==> config.mk <==
export PLATFORM = sky130hd
export DESIGN_NAME = wb_block_reader
export DESIGN_NICKNAME = d
export VERILOG_FILES = /design/src/rtl/wb_block_reader.sv
export SDC_FILE = /design/constraint.sdc
export NUM_CORES = 1
export LEC_CHECK = 0
export BUFFER_PORTS_ARGS = -buffer_cell sky130_fd_sc_hd__buf_2
export CORE_ASPECT_RATIO = 1.25
export CORE_MARGIN = 10
export CORE_UTILIZATION = 44
export DETAILED_ROUTE_END_ITERATION = 8
export HOLD_SLACK_MARGIN = 0.15
export PLACE_DENSITY = 0.7
export SETUP_SLACK_MARGIN = 0.15
export SLEW_MARGIN = 20
export SYNTH_ARGS = -nofsm -noshare
export SYNTH_HDL_FRONTEND = slang
export SYNTH_SLANG_ARGS = --single-unit
==> constraint.sdc <==
create_clock -name clk -period 5.5 [get_ports clk]
set_input_delay 0.275 -clock clk [delete_from_list [all_inputs] [get_ports clk]]
set_output_delay 0.275 -clock clk [all_outputs]
set_load 0.03 [all_outputs]
==> src/rtl/wb_block_reader.sv <==
// wb_block_reader: Wishbone read initiator that fetches a contiguous block of
// words from the frame memory and hands them to the pixel logic as a stream.
//
// One single read is in flight at a time. Every acknowledged cycle is followed
// by one strobe-low GAP cycle because the responder's ack is registered.
// A request is only issued when the FIFO has a free slot.
//
// Optional feature: define WB_BLOCK_READER_TIMEOUT_EN to abort a block when
// ack is missing for 255 consecutive REQ cycles. In that case error and done
// pulse together. Without the macro, REQ waits forever and error is tied low.
//
// Handshakes:
//   - Wishbone: wbm_cycle == wbm_strobe. A read completes in a cycle where
//     strobe and ack are both high.
//   - Stream: a word transfers at a rising edge when stream_valid and
//     stream_ready are both high. stream_data holds the head word while
//     stream_valid is high and is 0 otherwise.
module wb_block_reader #(
    parameter int ADDR_WIDTH = 16,
    parameter int DATA_WIDTH = 32,
    parameter int LEN_WIDTH  = 16,
    parameter int FIFO_DEPTH = 4
) (
    input  logic                  clk,
    input  logic                  reset,
    input  logic                  start,
    input  logic [ADDR_WIDTH-1:0] base_addr,
    input  logic [LEN_WIDTH-1:0]  length,
    output logic                  busy,
    output logic                  done,
    output logic                  error,
    output logic [ADDR_WIDTH-1:0] wbm_address,
    output logic [DATA_WIDTH-1:0] wbm_writedata,
    input  logic [DATA_WIDTH-1:0] wbm_readdata,
    output logic                  wbm_strobe,
    output logic                  wbm_cycle,
    output logic                  wbm_write,
    input  logic                  wbm_ack,
    output logic [DATA_WIDTH-1:0] stream_data,
    output logic                  stream_valid,
    input  logic                  stream_ready,
    output logic [2:0]            dbg_state
);

    localparam int PTR_W = $clog2(FIFO_DEPTH);
    localparam int CNT_W = PTR_W + 1;
    localparam logic [CNT_W-1:0] DEPTH_C = CNT_W'(FIFO_DEPTH);

    typedef enum logic [2:0] {
        S_IDLE       = 3'd0,
        S_REQ        = 3'd1,
        S_GAP        = 3'd2,
        S_WAIT_SPACE = 3'd3,
        S_DRAIN      = 3'd4,
        S_FIN        = 3'd5
    } state_e;

    state_e                state_q, state_d;
    logic [ADDR_WIDTH-1:0] base_q, base_d;
    logic [LEN_WIDTH-1:0]  len_q, len_d;
    logic [LEN_WIDTH-1:0]  issued_q, issued_d;
    logic [PTR_W-1:0]      wr_ptr_q, wr_ptr_d;
    logic [PTR_W-1:0]      rd_ptr_q, rd_ptr_d;
    logic [CNT_W-1:0]      count_q, count_d;
    logic [DATA_WIDTH-1:0] fifo_mem_q [FIFO_DEPTH];
    logic                  push;
    logic                  pop;
    logic                  flush;

    // A read completes only while we are strobing; stale acks in GAP are ignored.
    assign push = (state_q == S_REQ) && wbm_ack;
    assign pop  = (count_q != '0) && stream_ready;

`ifdef WB_BLOCK_READER_TIMEOUT_EN
    logic [7:0] timer_q, timer_d;
    logic       timeout_q, timeout_d;

    // The 255th consecutive REQ cycle without ack aborts the block.
    assign flush = (state_q == S_REQ) && !wbm_ack && (timer_q == 8'd254);
    assign error = (state_q == S_FIN) && timeout_q;

    // Count unacknowledged REQ cycles; remember a timeout until FIN.
    always_comb begin
        timer_d   = 8'd0;
        timeout_d = timeout_q;
        if ((state_q == S_REQ) && !wbm_ack && !flush) begin
            timer_d = timer_q + 8'd1;
        end
        if (flush) begin
            timeout_d = 1'b1;
        end else if (state_q == S_FIN) begin
            timeout_d = 1'b0;
        end
    end

    // Timeout registers.
    always_ff @(posedge clk or negedge reset) begin
        if (!reset) begin
            timer_q   <= 8'd0;
            timeout_q <= 1'b0;
        end else begin
            timer_q   <= timer_d;
            timeout_q <= timeout_d;
        end
    end
`else
    assign flush = 1'b0;
    assign error = 1'b0;
`endif

    // FIFO occupancy and pointers; a timeout flush empties the buffer.
    always_comb begin
        count_d  = count_q;
        wr_ptr_d = wr_ptr_q;
        rd_ptr_d = rd_ptr_q;
        if (flush) begin
            count_d  = '0;
            wr_ptr_d = '0;
            rd_ptr_d = '0;
        end else begin
            if (push) begin
                wr_ptr_d = wr_ptr_q + 1'b1;
            end
            if (pop) begin
                rd_ptr_d = rd_ptr_q + 1'b1;
            end
            if (push && !pop) begin
                count_d = count_q + 1'b1;
            end else if (pop && !push) begin
                count_d = count_q - 1'b1;
            end
        end
    end

    // Next-state logic. FIN is entered on the same edge that empties the FIFO,
    // so done follows the last stream transfer by exactly one cycle.
    always_comb begin
        state_d  = state_q;
        base_d   = base_q;
        len_d    = len_q;
        issued_d = issued_q;
        case (state_q)
            S_IDLE: begin
                if (start) begin
                    base_d   = base_addr;
                    len_d    = length;
                    issued_d = '0;
                    state_d  = (length == '0) ? S_FIN : S_REQ;
                end
            end
            S_REQ: begin
                if (wbm_ack) begin
                    issued_d = issued_q + 1'b1;
                    state_d  = S_GAP;
                end else if (flush) begin
                    state_d = S_FIN;
                end
            end
            S_GAP: begin
                if (issued_q == len_q) begin
                    state_d = (count_d == '0) ? S_FIN : S_DRAIN;
                end else if (count_q != DEPTH_C) begin
                    state_d = S_REQ;
                end else begin
                    state_d = S_WAIT_SPACE;
                end
            end
            S_WAIT_SPACE: begin
                if (count_q != DEPTH_C) begin
                    state_d = S_REQ;
                end
            end
            S_DRAIN: begin
                if (count_d == '0) begin
                    state_d = S_FIN;
                end
            end
            S_FIN: begin
                state_d = S_IDLE;
            end
            default: begin
                state_d = S_IDLE;
            end
        endcase
    end

    // Control and FIFO bookkeeping registers.
    always_ff @(posedge clk or negedge reset) begin
        if (!reset) begin
            state_q  <= S_IDLE;
            base_q   <= '0;
            len_q    <= '0;
            issued_q <= '0;
            wr_ptr_q <= '0;
            rd_ptr_q <= '0;
            count_q  <= '0;
        end else begin
            state_q  <= state_d;
            base_q   <= base_d;
            len_q    <= len_d;
            issued_q <= issued_d;
            wr_ptr_q <= wr_ptr_d;
            rd_ptr_q <= rd_ptr_d;
            count_q  <= count_d;
        end
    end

    // FIFO storage needs no reset: stream_data is masked while empty.
    always_ff @(posedge clk) begin
        if (push) begin
            fifo_mem_q[wr_ptr_q] <= wbm_readdata;
        end
    end

    assign busy          = (state_q != S_IDLE);
    assign done          = (state_q == S_FIN);
    assign wbm_strobe    = (state_q == S_REQ);
    assign wbm_cycle     = wbm_strobe;
    assign wbm_write     = 1'b0;
    assign wbm_writedata = '0;
    assign wbm_address   = wbm_strobe ? (base_q + ADDR_WIDTH'(issued_q)) : '0;
    assign stream_valid  = (count_q != '0);
    assign stream_data   = stream_valid ? fifo_mem_q[rd_ptr_q] : '0;
    assign dbg_state     = state_q;

endmodule

==> metrics, run 1 <==
site row count=58; layout cells sized above 1=0.302; Reg2Reg Launch Point=dbg_state[0]$_DFFE_PN0P_; global-route wire length before repair=30,700 um; initial core utilization=0.446; Adder-Cell Fraction of Synth Area=0.0345; Die X=147 um; reg2reg setup slack=3.15 ns; EDFF count, synth=128; crit path kind=reg -> out; worst-margin pin slew=0.925 ns; setup slack after layout=2.23 ns; Setup Viol. Count Final=0; fmax=0.306 GHz; syn avg cell area=14.7 um^2; Setup Fix Bufs, Post-CTS=0; final hold violation count=0; clock buffer count from CTS=17; clk sinks=186; library cells used by synthesis=61; cells along the critical path=ha_1, fa_1, a211oi_2, o21bai_1, a21oi_2, o21ai_1, a211o_1, and3_1, buf_2; Antenna Nets Post-Route=0; PortBufs=124; main combinational cell family by area after synthesis=multiplexers; reg-to-reg endpoint=fifo_mem_q[1][23]$_DFFE_PP_; number of remaining DRC errors=0; clk buf depth=2; slowest CP cell=dfrtp_1; clk_lat worst skew=0.43 ns; GPL Wtd Cong=0.817; DIE HEIGHT=179 um; number of max-cap violations=0; Vias=5,461; DP HPWL=12,900 um; ANT cells=0; status=finished, final reports clean; # IOs=159; largest net degree at the start of global routing=59; critical path startpoint=issued_q[0]$_DFFE_PN0P_; min Tclk post-route=3.27 ns; Yosys Warn Count=0; r2r worst-path depth=4; Max IR drop VDD=262 uV; #FFs+latches synth=186; Slew HR=0.383; Global Route Usage Sum=0.147; Iter 0 DRT Violations=321; LEAKAGE=4.41 nW; WP data required=5.22 ns; final period utilization=0.595; Mapped Cells=609; CTS clk-pin slew, worst paths=0.08 ns; Final Skew=0.00981 ns; CP delay by family, top=compound AO/OA/AOI/OAI gates; post-synthesis simple-gate area fraction=0.0934; WL per Instance=18.1 um; P per Cell Area=535 nW/um^2; post-synthesis mux area share=0.136; Worst Hold Margin=0.195 ns; Hold Path Origin=wbm_ack; RSZ-0062 raised after global routing=no; ys async rst share=0.312; Setup TNS Final=0 ns; Hold Crit Class=in -> reg; # H-tree levels=4; Final Max Tran Viols=0; Post-DP Area=9650 um^2; final instance area=10,900 um^2; total grt overflow=0; drt total wl=19,600 um; Hold Path Sink=issued_q[1]$_DFFE_PN0P_; Min-Delay Path Depth=3; vias in the first global route=5,799; fillers=1,670; Core Region=20,000 um^2; final-stage net count=892; Compound-Gate Fraction of Synth Area=0.0527; Worst path max stage delay=0.45 ns; drt first pass iters=4; Mapped Area=8930 um^2; pre-CTS WS=2.74 ns; P&R area growth vs syn=22.3%; initial antenna violation count=0; xor/xnor share of the synthesized area=0.0383; Setup crit end kind=output port; Crit Path Max Fanout=6; WP data arrival=3.00 ns; CP bufs+invs=1; top_reg_cell synth=edfxtp_1; crit path launch type=flop; root buffer cell=clkbuf_16; full die area=26,400 um^2; via/cell ratio=5.05; CTS tree=built; post-synthesis sequential area ratio=0.593; hold_buf cts=66; post-CTS sizing=0
==> Yosys cell counts (12+ instances only) <==
library cell  number  area share
a21oi_1           19       0.011
and2_1            36       0.025
buf_4             37       0.031
clkbuf_1          12      0.0050
dfrtp_1           58        0.16
edfxtp_1         128        0.43
ha_1              23       0.032
mux2_4            26       0.044
mux4_2            32       0.081
nand2_1           15      0.0063
nand3_1           17      0.0095
nor2_1            34       0.014
o21ai_0           17      0.0095
xnor2_1           12       0.012
xor2_1            27       0.026
==> layer usage <==
metal | wire length [um] | part of all wire | vias up | track usage
li1 | - | - | 2582 | -
met1 | 7740 | 0.40 | 2698 | 0.163
met2 | 10300 | 0.53 | 153 | 0.262
met3 | 1070 | 0.055 | 28 | 0.0384
met4 | 459 | 0.023 | 0 | 0.0616
met5 | 0 | 0 | - | 0
==> through the flow <==
step | power [mW] | utilization | std cells
after floorplan | 4.01 | - | 642
after global placement | 4.61 | 0.482 | 984
after detailed placement | 4.64 | 0.482 | 984
after CTS | 5.90 | 0.545 | 1082
after global routing | 6.19 | 0.545 | 1082
final | 5.84 | 0.545 | 1082
==> logic make-up (layout without fill, tap and decap cells) <==
family	count (synthesis)	after routing
AOI/OAI and AO/OA	73	73
buffers and inverters	70	240
DFF	186	186
other	1	34
xor gates and xnor gates	39	39
muxes	67	67
adders and majority gates	24	24
and+or+nand+nor	149	149
==> worst max path at each step <==
stage          cells past startpoint                          to
2_1_floorplan                      4  fifo_mem_q[1][0]$_DFFE_PP_
3_3_place_gp                       9             wbm_address[10]
3_5_place_dp                       9             wbm_address[10]
4_1_cts                            9             wbm_address[10]
5_1_grt                            9             wbm_address[10]
6_report                           9             wbm_address[10]
==> final cells by class <==
cell class | count | area, um^2 | share of cell area
well taps | 270 | 338 | 0.0310
inverters | 10 | 38.8 | 0.00355
clock inverters | 15 | 183 | 0.0167
multi-input cells | 386 | 3290 | 0.302
flip-flops and latches | 186 | 5300 | 0.485
clock buffers | 17 | 425 | 0.0390
repair buffers | 198 | 1340 | 0.123
==> sequential cells by signal, indices dropped and copies added (netlist names) <==
| name | count |
|---|---|
| fifo_mem_q | 128 |
| base_q | 16 |
| issued_q | 16 |
| len_q | 16 |
| count_q | 3 |
| dbg_state | 3 |
| rd_ptr_q | 2 |
| wr_ptr_q | 2 |
==> power by group <==
| group | switching, mW | total, mW | internal [mW] | leakage, nW |
|---|---|---|---|---|
| clock network | 0.606 | 1.23 | 0.620 | 0.294 |
| logic | 1.49 | 2.55 | 1.06 | 2.24 |
| registers | 0.258 | 2.06 | 1.80 | 1.88 |
| total | 2.36 | 5.84 | 3.48 | 4.41 |
==> worst min-delay path, cell delays in order <==
cell and delay (ns):
buf_2 0.16, nand3_1 0.08, o21ai_0 0.07
==> placed cells by master (no fill, tap or decap), types with 4 or more instances in the layout <==
master         netlist  routed
a211oi_1             5       5
a21o_1               4       4
a21oi_1             19      19
and2_1              36      36
and3_1               9       9
buf_2                7     124
buf_4               37       8
clkbuf_16            0      17
clkinv_8             0       5
conb_1               1      34
dfrtp_1             58      57
dlygate4sd3_1        0      66
edfxtp_1           128     128
ha_1                23      23
inv_1                9       9
inv_8                0       6
mux2_2               8       8
mux2_4              26      26
mux4_2              32      32
nand2_1             15      15
nand3_1             17      17
nand4_1              5       5
nor2_1              34      34
nor3_1               4       4
nor4_1               8       8
o21a_1               5       5
o21ai_0             17      17
xnor2_1             12      12
xor2_1              27      27
(Power assumes the default switching activity.)
==> run 2, diff against run 1 <==
Clock period 5.5 ns to 3.2 ns, I/O delays scaled along.
==> run 2 against run 1 <==
Core utilization is 0.84 points higher; register-to-register slack worse by 2.3 ns; non-clock buffer count is 8 higher; via count is 0.88% higher; total power is 76% higher; sequential power is 69% higher; critical path depth stayed put; first-iteration DRC count is 25% lower; clock skew is 0.0022 ns higher; global-route usage is 0.22 points lower; sequential cell count stayed put; combinational power is 79% higher.
==> metrics, run 2 (synthesis gave the netlist of run 1 again) <==
LEAKAGE=4.48 nW; clk buf depth=2; Setup Viol. Count Final=0; cells along the critical path=ha_4, fa_2, a211oi_4, o21bai_1, a21oi_2, o21ai_2, a211o_1, and3_1, buf_6; number of max-cap violations=0; layout cells sized above 1=0.313; CTS tree=built; CP delay by family, top=compound AO/OA/AOI/OAI gates; Most Crowded Layer GR=met2; # H-tree levels=4; Max IR drop VDD=506 uV; total grt overflow=0; switching fraction of total power=0.403; internal power=6.12 mW; min Tclk post-route=2.95 ns; Clk pwr share=0.214; GPL Wtd Cong=0.821; root buffer cell=clkbuf_16; final instance area=11,100 um^2; number of remaining DRC errors=0; Slew HR=0.586; clock buffer count from CTS=17; final hold violation count=0; crit path launch type=flop; DIE HEIGHT=179 um; worst-margin pin slew=0.620 ns; CP bufs+invs=1; P per Cell Area=925 nW/um^2; Antenna Nets Post-Route=0; drt total wl=19,400 um; Setup TNS Final=0 ns; status=finished, final reports clean; WL per Instance=17.8 um; met3 Track Usage GR=0.0366; CTS clk-pin slew, worst paths=0.08 ns; slowest CP cell=dfrtp_2; setup slack after layout=0.255 ns; DP HPWL=13,000 um; vias in the first global route=5,734; most common cell after layout, fill and taps aside=edfxtp_1; Core Region=20,000 um^2; Global Route Usage Sum=0.145; NetSw=4.13 mW; full die area=26,400 um^2; drt first pass iters=5; met2 Use GR=0.260; pre-CTS WS=0.533 ns; final-stage net count=900; Iter 0 DRT Violations=240; commonest cells after routing, fill and taps aside=128 x edfxtp_1, 122 x buf_2, 67 x dlygate4sd3_1; P&R area growth vs syn=24.2%; Final Skew=0.0120 ns; initial antenna violation count=0; clk sinks=186; max reg flops=128; Post-DP Area=9690 um^2; Hold Crit Class=in -> reg; WP data arrival=2.79 ns; # IOs=159; Crit Path Max Fanout=5; Top reg by flops=fifo_mem_q; clk_lat worst skew=0.44 ns; Comb power frac=0.446; Vias=5,509; Worst path max stage delay=0.46 ns; crit path kind=reg -> out; WP data required=3.04 ns; largest net degree at the start of global routing=45; fillers=1,622; RSZ-0062 raised after global routing=yes; via/cell ratio=5.05; global-route wire length before repair=30,300 um; final period utilization=0.920; Reg power frac=0.340; Final Max Tran Viols=0; Die X=147 um; PortBufs=124; met1 Usage GRT=0.163; initial core utilization=0.446; site row count=58; Setup crit end kind=output port; fmax=0.340 GHz; ANT cells=0
==> run 2: path summary, 6_finish.rpt <==
path / slack [ns] / end / depth (start not counted) / from
setup / recovery: 0.25 / wbm_address[10] / 9 / issued_q[0]$_DFFE_PN0P_
hold / removal: 0.21 / dbg_state[0]$_DFFE_PN0P_ / 5 / start
setup reg to reg: 0.84 / fifo_mem_q[0][28]$_DFFE_PP_ / 4 / dbg_state[0]$_DFFE_PN0P_
hold reg to reg: 0.47 / rd_ptr_q[1]$_DFFE_PN0P_ / 1 / rd_ptr_q[1]$_DFFE_PN0P_
max in group asynchronous: 2.36 / base_q[2]$_DFFE_PN0P_ / 3 / reset
min in group asynchronous: 0.24 / base_q[15]$_DFFE_PN0P_ / 2 / reset
==> run 2: power groups by stage <==
stage	combinational (mW)	clock, mW	sequential (mW)
2_1_floorplan	3.50	0	3.40
3_5_place_dp	4.47	0	3.55
5_1_grt	4.96	2.33	3.56
4_1_cts	4.56	2.24	3.49
6_report	4.57	2.19	3.49
3_3_place_gp	4.43	0	3.53
==> run 2: timing repair <==
| action | in CTS | in global routing |
|---|---|---|
| pin swaps | 3 | 5 |
| gates resized for setup | 0 | 10 |
| endpoints found under the hold margin | 208 | 0 |
| hold buffers | 67 | 0 |
| buffers inserted | 1 | 3 |
| setup endpoints to repair | 2 | 4 |
==> run 2: cell type report <==
cell class / count / area (um^2) / share of cell area
sequential: 186 / 5300 / 0.478
tap: 270 / 338 / 0.0305
clock inverter: 15 / 220 / 0.0199
clock buffer: 17 / 425 / 0.0384
timing repair buffer: 206 / 1440 / 0.130
multi-input combinational: 386 / 3320 / 0.300
inverter: 10 / 38.8 / 0.00350
==> run 2: per-layer routing <==
| metal | wire, um | vias up |
|---|---|---|
| met5 | 0 | - |
| met4 | 355 | 0 |
| met3 | 1000 | 25 |
| met2 | 10300 | 155 |
| met1 | 7740 | 2726 |
| li1 | - | 2603 |
==> run 2: tightest hold or removal path: cells and delay by family <==
family	cells	cell delay [ns]
AOI/OAI and AO/OA	2	0.19
buffers and inverters	1	0.13
and+or+nand+nor	2	0.13
==> run 2: stage by stage <==
| stage | power (mW) | std cells | hold slack [ns] | utilization |
|---|---|---|---|---|
| 6_report | 10.3 | 1090 | 0.214 | 0.553 |
| 5_1_grt | 10.8 | 1090 | 0.261 | 0.553 |
| 4_1_cts | 10.3 | 1087 | 0.196 | 0.550 |
| 3_5_place_dp | 8.02 | 987 | 0.380 | 0.484 |
| 3_3_place_gp | 7.96 | 987 | 0.377 | 0.484 |
| 2_1_floorplan | 6.90 | 642 | -0.136 | - |
